## src/rtl/alu_issue_ctrl_pkg.sv

```systemverilog
`default_nettype none
// +----------------------------------------------------------------------------+
// | Module      : alu_issue_ctrl_pkg                                           |
// | Description : Shared ALU op codes, ARM opcode/condition codes, FSM states  |
// |               and decode helpers for the ALU issue controller.             |
// | Revision    : 1.0  initial release                                         |
// +----------------------------------------------------------------------------+
package alu_issue_ctrl_pkg;

   // ALU control codes driven on alu_control
   localparam logic [3:0] c_alu_add  = 4'b0000;
   localparam logic [3:0] c_alu_sub  = 4'b0001;
   localparam logic [3:0] c_alu_adds = 4'b0010;
   localparam logic [3:0] c_alu_subs = 4'b0011;
   localparam logic [3:0] c_alu_cmp  = 4'b0100;
   localparam logic [3:0] c_alu_and  = 4'b0111;
   localparam logic [3:0] c_alu_orr  = 4'b1000;
   localparam logic [3:0] c_alu_eor  = 4'b1001;
   localparam logic [3:0] c_alu_mvn  = 4'b1010;

   // ARM data-processing opcodes, instr[24:21]
   localparam logic [3:0] c_op_and = 4'b0000;
   localparam logic [3:0] c_op_eor = 4'b0001;
   localparam logic [3:0] c_op_sub = 4'b0010;
   localparam logic [3:0] c_op_add = 4'b0100;
   localparam logic [3:0] c_op_cmp = 4'b1010;
   localparam logic [3:0] c_op_orr = 4'b1100;
   localparam logic [3:0] c_op_mvn = 4'b1111;

   // ARM condition codes, instr[31:28]
   localparam logic [3:0] c_cond_eq = 4'b0000;
   localparam logic [3:0] c_cond_ne = 4'b0001;
   localparam logic [3:0] c_cond_cs = 4'b0010;
   localparam logic [3:0] c_cond_cc = 4'b0011;
   localparam logic [3:0] c_cond_mi = 4'b0100;
   localparam logic [3:0] c_cond_pl = 4'b0101;
   localparam logic [3:0] c_cond_vs = 4'b0110;
   localparam logic [3:0] c_cond_vc = 4'b0111;
   localparam logic [3:0] c_cond_hi = 4'b1000;
   localparam logic [3:0] c_cond_ls = 4'b1001;
   localparam logic [3:0] c_cond_ge = 4'b1010;
   localparam logic [3:0] c_cond_lt = 4'b1011;
   localparam logic [3:0] c_cond_gt = 4'b1100;
   localparam logic [3:0] c_cond_le = 4'b1101;
   localparam logic [3:0] c_cond_al = 4'b1110;
   localparam logic [3:0] c_cond_nv = 4'b1111;

   // Issue FSM states
   typedef logic [1:0] state_t;
   localparam logic [1:0] c_st_idle      = 2'd0;
   localparam logic [1:0] c_st_decode    = 2'd1;
   localparam logic [1:0] c_st_execute   = 2'd2;
   localparam logic [1:0] c_st_writeback = 2'd3;

   typedef struct packed {
      logic       supported;
      logic       is_cmp;
      logic [3:0] alu_ctl;
   } op_dec_t;

   function automatic op_dec_t decode_op(input logic [3:0] opcode, input logic s_bit);
      op_dec_t d;
      d.supported = 1'b1;
      d.is_cmp    = 1'b0;
      d.alu_ctl   = c_alu_add;
      case (opcode)
         c_op_add: d.alu_ctl = s_bit ? c_alu_adds : c_alu_add;
         c_op_sub: d.alu_ctl = s_bit ? c_alu_subs : c_alu_sub;
         c_op_cmp: begin
            d.alu_ctl = c_alu_cmp;
            d.is_cmp  = 1'b1;
         end
         c_op_and: d.alu_ctl = c_alu_and;
         c_op_orr: d.alu_ctl = c_alu_orr;
         c_op_eor: d.alu_ctl = c_alu_eor;
         c_op_mvn: d.alu_ctl = c_alu_mvn;
         default:  d.supported = 1'b0;
      endcase
      return d;
   endfunction

   function automatic logic cond_pass(input logic [3:0] cond, input logic [3:0] nzcv);
      logic n, z, c, v, pass;
      {n, z, c, v} = nzcv;
      case (cond)
         c_cond_eq: pass = z;
         c_cond_ne: pass = !z;
         c_cond_cs: pass = c;
         c_cond_cc: pass = !c;
         c_cond_mi: pass = n;
         c_cond_pl: pass = !n;
         c_cond_vs: pass = v;
         c_cond_vc: pass = !v;
         c_cond_hi: pass = c && !z;
         c_cond_ls: pass = !c || z;
         c_cond_ge: pass = (n == v);
         c_cond_lt: pass = (n != v);
         c_cond_gt: pass = !z && (n == v);
         c_cond_le: pass = z || (n != v);
         c_cond_al: pass = 1'b1;
         default:   pass = 1'b0;
      endcase
      return pass;
   endfunction

endpackage
`default_nettype wire

```

## src/rtl/alu_issue_ctrl_reg_bank.sv

```systemverilog
`default_nettype none
// +----------------------------------------------------------------------------+
// | Module      : alu_reg_bank                                                 |
// | Description : 16x32 register bank, two async read ports, one sync write   |
// |               port, asynchronous clear.                                    |
// | Revision    : 1.0  initial release                                         |
// +----------------------------------------------------------------------------+
module alu_reg_bank (
   input  logic        clk,
   input  logic        rst,
   input  logic        i_we,
   input  logic [3:0]  i_waddr,
   input  logic [31:0] i_wdata,
   input  logic [3:0]  i_raddr_a,
   input  logic [3:0]  i_raddr_b,
   output logic [31:0] o_rdata_a,
   output logic [31:0] o_rdata_b
);

   logic [31:0] r_regs [16];

   always_ff @(posedge clk or posedge rst) begin
      if (rst) begin
         for (int i = 0; i < 16; i++) begin
            r_regs[i] <= '0;
         end
      end else if (i_we) begin
         r_regs[i_waddr] <= i_wdata;
      end
   end

   assign o_rdata_a = r_regs[i_raddr_a];
   assign o_rdata_b = r_regs[i_raddr_b];

endmodule
`default_nettype wire

```

## src/rtl/alu_issue_ctrl.sv

```systemverilog
`default_nettype none
// +----------------------------------------------------------------------------+
// | Module      : alu_issue_ctrl                                               |
// | Description : Four-state issue controller for ARM data-processing words    |
// |               driving an external combinational ALU. Macro ALU_IMM_ROT_EN  |
// |               enables the rotated-immediate operand format.                |
// | Revision    : 1.0  initial release                                         |
// +----------------------------------------------------------------------------+
module alu_issue_ctrl
   import alu_issue_ctrl_pkg::*;
(
   input  logic        clk,
   input  logic        rst,
   input  logic        instr_valid,
   output logic        instr_ready,
   input  logic [31:0] instr,
   input  logic        init_we,
   input  logic [3:0]  init_addr,
   input  logic [31:0] init_data,
   output logic [31:0] alu_a,
   output logic [31:0] alu_b,
   output logic [3:0]  alu_control,
   input  logic [31:0] alu_result,
   input  logic [3:0]  alu_nzcv,
   output logic        wb_en,
   output logic [3:0]  wb_addr,
   output logic [31:0] wb_data,
   output logic [3:0]  flags,
   output logic        und
);

   state_t      r_state;
   logic [31:0] r_instr;
   logic [31:0] r_op_a;
   logic [31:0] r_op_b;
   logic [31:0] r_result;
   logic [3:0]  r_alu_ctl;
   logic [3:0]  r_nzcv;
   logic [3:0]  r_flags;
   logic        r_wb_req;
   logic        r_flag_upd;

   logic [31:0] w_rd_a;
   logic [31:0] w_rd_b;
   logic [31:0] w_imm;
   op_dec_t     w_dec;
   logic        w_pass;
   logic        w_accept;
   logic        w_go_exec;
   logic        w_bank_we;
   logic [3:0]  w_bank_waddr;
   logic [31:0] w_bank_wdata;
   logic        w_unused_bits;

   assign w_dec     = decode_op(r_instr[24:21], r_instr[20]);
   assign w_pass    = cond_pass(r_instr[31:28], r_flags);
   assign w_go_exec = w_pass && w_dec.supported;

   assign instr_ready = (r_state == c_st_idle) && !init_we;
   assign w_accept    = instr_valid && instr_ready;

`ifdef ALU_IMM_ROT_EN
   logic [31:0] w_imm_raw;
   logic [4:0]  w_rot_amt;
   assign w_imm_raw = {24'b0, r_instr[7:0]};
   assign w_rot_amt = {r_instr[11:8], 1'b0};
   // Rotate right; a shift by 32 yields zero, which covers the rot=0 case.
   assign w_imm = (w_imm_raw >> w_rot_amt) | (w_imm_raw << (6'd32 - {1'b0, w_rot_amt}));
   assign w_unused_bits = ^r_instr[27:26];
`else
   assign w_imm = {24'b0, r_instr[7:0]};
   assign w_unused_bits = ^{r_instr[27:26], r_instr[11:8]};
`endif

   always_ff @(posedge clk or posedge rst) begin
      if (rst) begin
         r_state    <= c_st_idle;
         r_instr    <= '0;
         r_op_a     <= '0;
         r_op_b     <= '0;
         r_result   <= '0;
         r_alu_ctl  <= '0;
         r_nzcv     <= '0;
         r_flags    <= '0;
         r_wb_req   <= 1'b0;
         r_flag_upd <= 1'b0;
      end else begin
         case (r_state)
            c_st_idle: begin
               if (w_accept) begin
                  r_instr <= instr;
                  r_state <= c_st_decode;
               end
            end
            c_st_decode: begin
               // Failed condition or unsupported opcode drops the instruction here.
               if (w_go_exec) begin
                  r_op_a     <= w_rd_a;
                  r_op_b     <= r_instr[25] ? w_imm : w_rd_b;
                  r_alu_ctl  <= w_dec.alu_ctl;
                  r_wb_req   <= !w_dec.is_cmp;
                  r_flag_upd <= r_instr[20] || w_dec.is_cmp;
                  r_state    <= c_st_execute;
               end else begin
                  r_state <= c_st_idle;
               end
            end
            c_st_execute: begin
               r_result <= alu_result;
               r_nzcv   <= alu_nzcv;
               r_state  <= c_st_writeback;
            end
            c_st_writeback: begin
               if (r_flag_upd) begin
                  r_flags <= r_nzcv;
               end
               r_state <= c_st_idle;
            end
            default: r_state <= c_st_idle;
         endcase
      end
   end

   assign alu_a       = (r_state == c_st_execute) ? r_op_a    : '0;
   assign alu_b       = (r_state == c_st_execute) ? r_op_b    : '0;
   assign alu_control = (r_state == c_st_execute) ? r_alu_ctl : '0;

   assign wb_en   = (r_state == c_st_writeback) && r_wb_req;
   assign wb_addr = r_instr[15:12];
   assign wb_data = r_result;
   assign flags   = r_flags;
   assign und     = (r_state == c_st_decode) && w_pass && !w_dec.supported;

   // Write-back and preload share the bank write port; preload only in IDLE.
   assign w_bank_we    = wb_en || ((r_state == c_st_idle) && init_we);
   assign w_bank_waddr = wb_en ? r_instr[15:12] : init_addr;
   assign w_bank_wdata = wb_en ? r_result       : init_data;

   alu_reg_bank u_reg_bank (
      .clk       (clk),
      .rst       (rst),
      .i_we      (w_bank_we),
      .i_waddr   (w_bank_waddr),
      .i_wdata   (w_bank_wdata),
      .i_raddr_a (r_instr[19:16]),
      .i_raddr_b (r_instr[3:0]),
      .o_rdata_a (w_rd_a),
      .o_rdata_b (w_rd_b)
   );

endmodule
`default_nettype wire
```

## config.mk

```make
export PLATFORM = sky130hd
export DESIGN_NAME = alu_issue_ctrl
export DESIGN_NICKNAME = d
export VERILOG_FILES = /design/src/rtl/alu_issue_ctrl_pkg.sv /design/src/rtl/alu_issue_ctrl_reg_bank.sv /design/src/rtl/alu_issue_ctrl.sv
export SDC_FILE = /design/constraint.sdc
export NUM_CORES = 2
export LEC_CHECK = 0
export CAP_MARGIN = 5
export CORE_ASPECT_RATIO = 0.8
export CORE_UTILIZATION = 45
export CTS_BUF_LIST = sky130_fd_sc_hd__clkbuf_16
export DETAILED_ROUTE_END_ITERATION = 10
export PLACE_DENSITY = 0.59
export RECOVER_POWER = 50
export SLEW_MARGIN = 5
export SYNTH_ARGS = -nofsm -noshare
export SYNTH_HDL_FRONTEND = slang
export SYNTH_HIERARCHICAL = 1
export SYNTH_SLANG_ARGS = --single-unit
export TNS_END_PERCENT = 1
```

## constraint.sdc

```tcl
create_clock -name clk -period 29.5 [get_ports clk]
set_clock_uncertainty 0.1 [all_clocks]
set_input_delay 5.9 -clock clk [delete_from_list [all_inputs] [get_ports clk]]
set_output_delay 5.9 -clock clk [all_outputs]
set_load 0.01 [all_outputs]
```

; ---- After elaboration in Yosys (flattened, before gate mapping)
; Cells that the tools add are included.
[classes]
order_cmp = 4
n_eq_ne = 26
mux = 24
bitwise = 3
reduce_logical = 28
[ops]
columns = operator, count
row1 = $bwmux 512, 1
row2 = $mux 32, 9
row3 = $bmux 32 s4, 2
row4 = $demux 32 s4, 1
row5 = $eq 4x4->1 const B, 10
row6 = $pmux 4 s7, 1
row7 = $eq 4x3->1 const B, 5
row8 = $ge 5x5->1 const B, 3
row9 = $not 4->5, 3
row10 = $pmux 1 s15, 1
row11 = $eq 4x2->1 const B, 3
row12 = $logic_and 1x1->1, 10
row13 = $eq 4x1->1 const B, 2
row14 = $logic_not 4->1, 2
row15 = $mux 2, 4
row16 = $mux 4, 2
row17 = $pmux 2 s4, 1
row18 = $logic_not 1->1, 7
row19 = $reduce_or 7->1, 1
row20 = $reduce_and 2->1, 3
row21 = $lt 5x1->1 const B, 1
row22 = $eq 2x2->1 const B, 2
row23 = $logic_or 1x1->1, 4
row24 = $eq 2x1->1 const B, 1
row25 = 5 further kinds, 6
[totals]
regBits = 656
inputBits = 108
output_inout_bits = 111
word_cells = 111

; ---- Longest topological paths before layout
[depth]
depth_word = 9
ltp_mapped = 9
ltp_nobuf = 6

; ---- Cells and area by module
; Netlist, hierarchy kept.
[by_module_without_submodules]
columns = module, instances, cells_per_inst, area_per_inst_um2, seq_area_each_um2
row1 = alu_reg_bank, 1, 1681, 26629.3, 12812.3
row2 = alu_issue_ctrl, 1, 598, 7000.5, 3453.3

; ---- Worst setup path after synthesis
; No wires, ideal clock.
[synth_timing]
kind = input -> output
startpoint = input init_we
endpoint = output instr_ready
arrival_time_ns = 6.189
t_required_ns = 23.500
setup_slack_ns = 17.311
stages = 1
n_path_buf = 0
path_cell_list = nor3_1
[synth_via]
elab_chain_len = 2
[synth_lines]
columns = element, line
row1 = from (decl), alu_issue_ctrl.sv:17  ; input logic init_we,
row2 = $logic_not 1->1, alu_issue_ctrl.sv:59  ; assign instr_ready = (r_state == c_st_idle) && !init_we;
row3 = $logic_and 1x1->1, alu_issue_ctrl.sv:59
row4 = to (decl), alu_issue_ctrl.sv:15  ; output logic instr_ready,
; Every way passes these cells.

==> impl_metrics.csv <==
group,metric,value,unit
critical_path,crit_fanout,181,
global_route,overflow,0,
global_route,grt_max_degree,182,
power,p_leak,16.3,nW
power,p_per_area,114,nW/um^2
yosys,yosysWarnings,6,
global_route,grt_pass1_vias,22402,
critical_path,crit_path_end_kind,"async pin",
sta,setup_viol,0,
clock_tree,cts_setup_buffers,0,
sta,period_needed,18.59,ns
clock_tree,cts_tree,"done",
placed_design,place_ws,16.37,ns
global_route,track_usage,26.6,%
sta,fmax,0.0538,GHz
routing,routed_via_density,6.13,
sta,hold_viol,0,
yosys,synth_ff_type,"dfrtp_1",
yosys,syn_inst,2279,
global_route,global_route.usage.met3,4.92,%
clock_tree,insertion_delay,0.62,ns
clock_tree,clk_pin_slew_worst_paths,0.06,ns
critical_path,cp-start-kind,"primary input",
global_route,antenna_found_initial,2,
sta,rsz0062_at_grt,"no",
hold_path,hold_start,"r_nzcv[1]",
global_route,grt_use_met1,36.5,%
yosys,avgSynthCellArea,14.8,um^2
floorplan,fp.dieW,308,um
floorplan,die_y,247,um
sta,fin_crit_sh,63.0,%
clock_tree,htree_levels,3,
floorplan,dieArea,75800,um^2
routing,vias,21067,
power,p_comb_share,42.9,%
yosys,ys_seq_area_share,48.4,%
power,ir_drop,75.3,uV
floorplan,core_area,73800,um^2
layout,register_area,16300,um^2
critical_path,reg2reg_to,"r_op_a[31]",
placed_design,place_hpwl,54000,um
outcome,violations,"capacitance limit, slew limit",
layout,fin_cells,3434,
routing,routed_wl,98500,um
floorplan,ios,219,
sta,slew_viol_final,866,
layout,nNetsFinal,2489,
critical_path,reg2reg_from,"r_instr[28]",
global_route,busiest_layer,"met2",
clock_tree,clockBufferDepth,3,
routing,firstDrtPassIters,5,
clock_tree,cts_repair_resize_count,0,
layout,syn_to_final_growth,14.0,%
routing,drt-wirelength-per-cell,28.7,um
routing,drt_iter0_drc,1675,
sta,tns,0,ns
power,p_total,4.35,mW
yosys,synthArstFlopShare,100,%
routing,ant_nets,0,
clock_tree,ctsHoldBuffers,0,
sta,hold_slack,0.378,ns
power,power.net_switching,1.56,mW
global_route,grt_first_pass_wirelength,148000,um
clock_tree,cts_sinks,650,
critical_path,critical_path_class,"primary input to async pin",
placed_design,placed_cells,3311,
layout,final_util,51.9,%
routing,drc,0,
yosys,syn-num-nets,2387,
placed_design,placed_cell_area,36500,um^2
sta,setup_slack,10.91,ns
layout,fill_cells,6210,
yosys,synth_edf_count,0,
sta,worstMarginPinSlew,9.63,ns
hold_path,hold_path_class,"flip-flop to flip-flop",
yosys,synthesis.area,33600,um^2
yosys,yosysUniqueCellTypes,47,
sta,max-slew-margin-rel,-542,%
layout,diodes,0,
power,p_clk_share,19.1,%
hold_path,hold_end,"r_nzcv[1]",
power,intPower,2.79,mW
floorplan,num_rows,89,
floorplan,initial_core_util,45.6,%
hold_path,hold_depth,2,
global_route,met2_usage,43.0,%
clock_tree,cts_buffers,69,
layout,drive_gt1_share,40.8,%
clock_tree,cts_root_buf,"clkbuf_16",
layout,multi_input_area,16300,um^2
critical_path,worstPathRequired,27.68,ns
placed_design,io_buffers,212,
placed_design,globalplace.congestion,0.774,
yosys,yosys_register_bits,650,
critical_path,reg2regPathDepth,8,
critical_path,r2r_slack,22.75,ns
run,max_cap_viol_count,17,
power,sw_frac_of_total,36.0,%
critical_path,arrival,16.77,ns
layout,final_area,38300,um^2
outcome,status,"complete, but fails checks",
power,seqPwrFrac,38.0,%
[power groups by stage]
stage / sequential [mW] / clock (mW) / combinational (mW)
after floorplan: 1.50 / 0 / 1.48
after CTS: 1.65 / 0.851 / 1.92
final: 1.65 / 0.830 / 1.87
after detailed placement: 1.66 / 0 / 1.91
after global routing: 1.72 / 0.887 / 1.98
after global placement: 1.62 / 0 / 1.89
[layout make-up]
class                           count  share of cell area [%]
Clock buffer                       73                    4.77
Clock inverter                     50                   0.744
Timing Repair Buffer              253                    6.26
Multi-Input combinational cell   1402                    42.4
Tap cell                         1001                    3.27
Inverter                            5                  0.0555
Sequential cell                   650                    42.5
[routing by layer]
layer	vias up	routed length (um)
met5	-	0
met4	0	2750
met3	158	5630
met2	712	47300
met1	11380	42900
li1	8817	-
[flip-flops by register name, indices dropped and copies added, names as in the netlist, named ones only]
register,count
u_reg_bank/r_regs,512
r_op_a,32
r_op_b,32
wb_data,32
r_instr,26
flags,4
r_alu_ctl,4
r_nzcv,4
r_flag_upd,1
r_state,1
r_wb_req,1
[synthesized netlist by cell type, types with 4 or more instances]
master	number	area share, %
nand3_1	9	0.13
nand2b_1	6	0.11
mux2_4	71	3.2
buf_4	5	0.11
clkbuf_1	117	1.3
mux2_1	17	0.57
o2bb2ai_2	14	0.63
a22oi_1	128	2.9
o2bb2ai_1	11	0.29
nor2_1	16	0.18
buf_2	78	1.2
dfrtp_1	650	48
nor2b_1	7	0.13
buf_1	10	0.11
buf_6	10	0.33
inv_1	5	0.056
mux2_2	541	18
nand2_1	181	2.0
and2_1	70	1.3
xnor2_1	4	0.10
nand3b_1	29	0.65
nor3_2	4	0.12
mux4_2	256	17
nor3_1	4	0.060
[critical path, stage by stage]
cell,delay (ns)
dlygate4sd3_1,0.59
clkinvlp_2,2.99
clkbuf_1,6.88
[worst max path at each step]
stage	start	endpoint	slack, ns	cells past startpoint
CTS	init_we	instr_ready	16.37	3
finish	rst	u_reg_bank/r_regs[306]	10.91	3
floorplan	rst	u_reg_bank/r_regs[0]	9.20	1
detailed placement	init_we	instr_ready	16.37	3
global placement	init_we	instr_ready	16.40	3
global route	rst	u_reg_bank/r_regs[306]	8.22	3
[cell usage in the layout (no fill, tap or decap), drive strengths merged, types with 2 or more instances in the layout]
master           n
a22oi          128
dlygate4sd3     78
nor2b            7
clkbuf          88
xnor2            4
nand2b           6
nand4            2
or3              3
o21ai            3
mux2i            3
clkinv          26
and2            70
nor3b            3
mux2           629
nand2          182
nor2            16
and4bb           3
nand3b          29
bufinv           3
clkinvlp         4
o31ai            3
nand3            9
mux4           256
dfrtp          650
o2bb2ai         25
buf             26
inv             22
clkdlybuf4s50  134
nor3             8
a21oi            2
[kinds of logic (layout without fill, tap and decap cells)]
| group | after synthesis | after routing | share of synthesized area (%) |
|---|---|---|---|
| AOI/OAI and AO/OA | 167 | 167 | 4.13 |
| xor gates and xnor gates | 5 | 5 | 0.130 |
| buffers and inverters | 227 | 381 | 3.20 |
| DFF | 650 | 650 | 48.4 |
| muxes | 888 | 888 | 39.1 |
| and+or+nand+nor | 342 | 342 | 5.09 |
No activity file was read; power rests on OpenSTA's default activity.
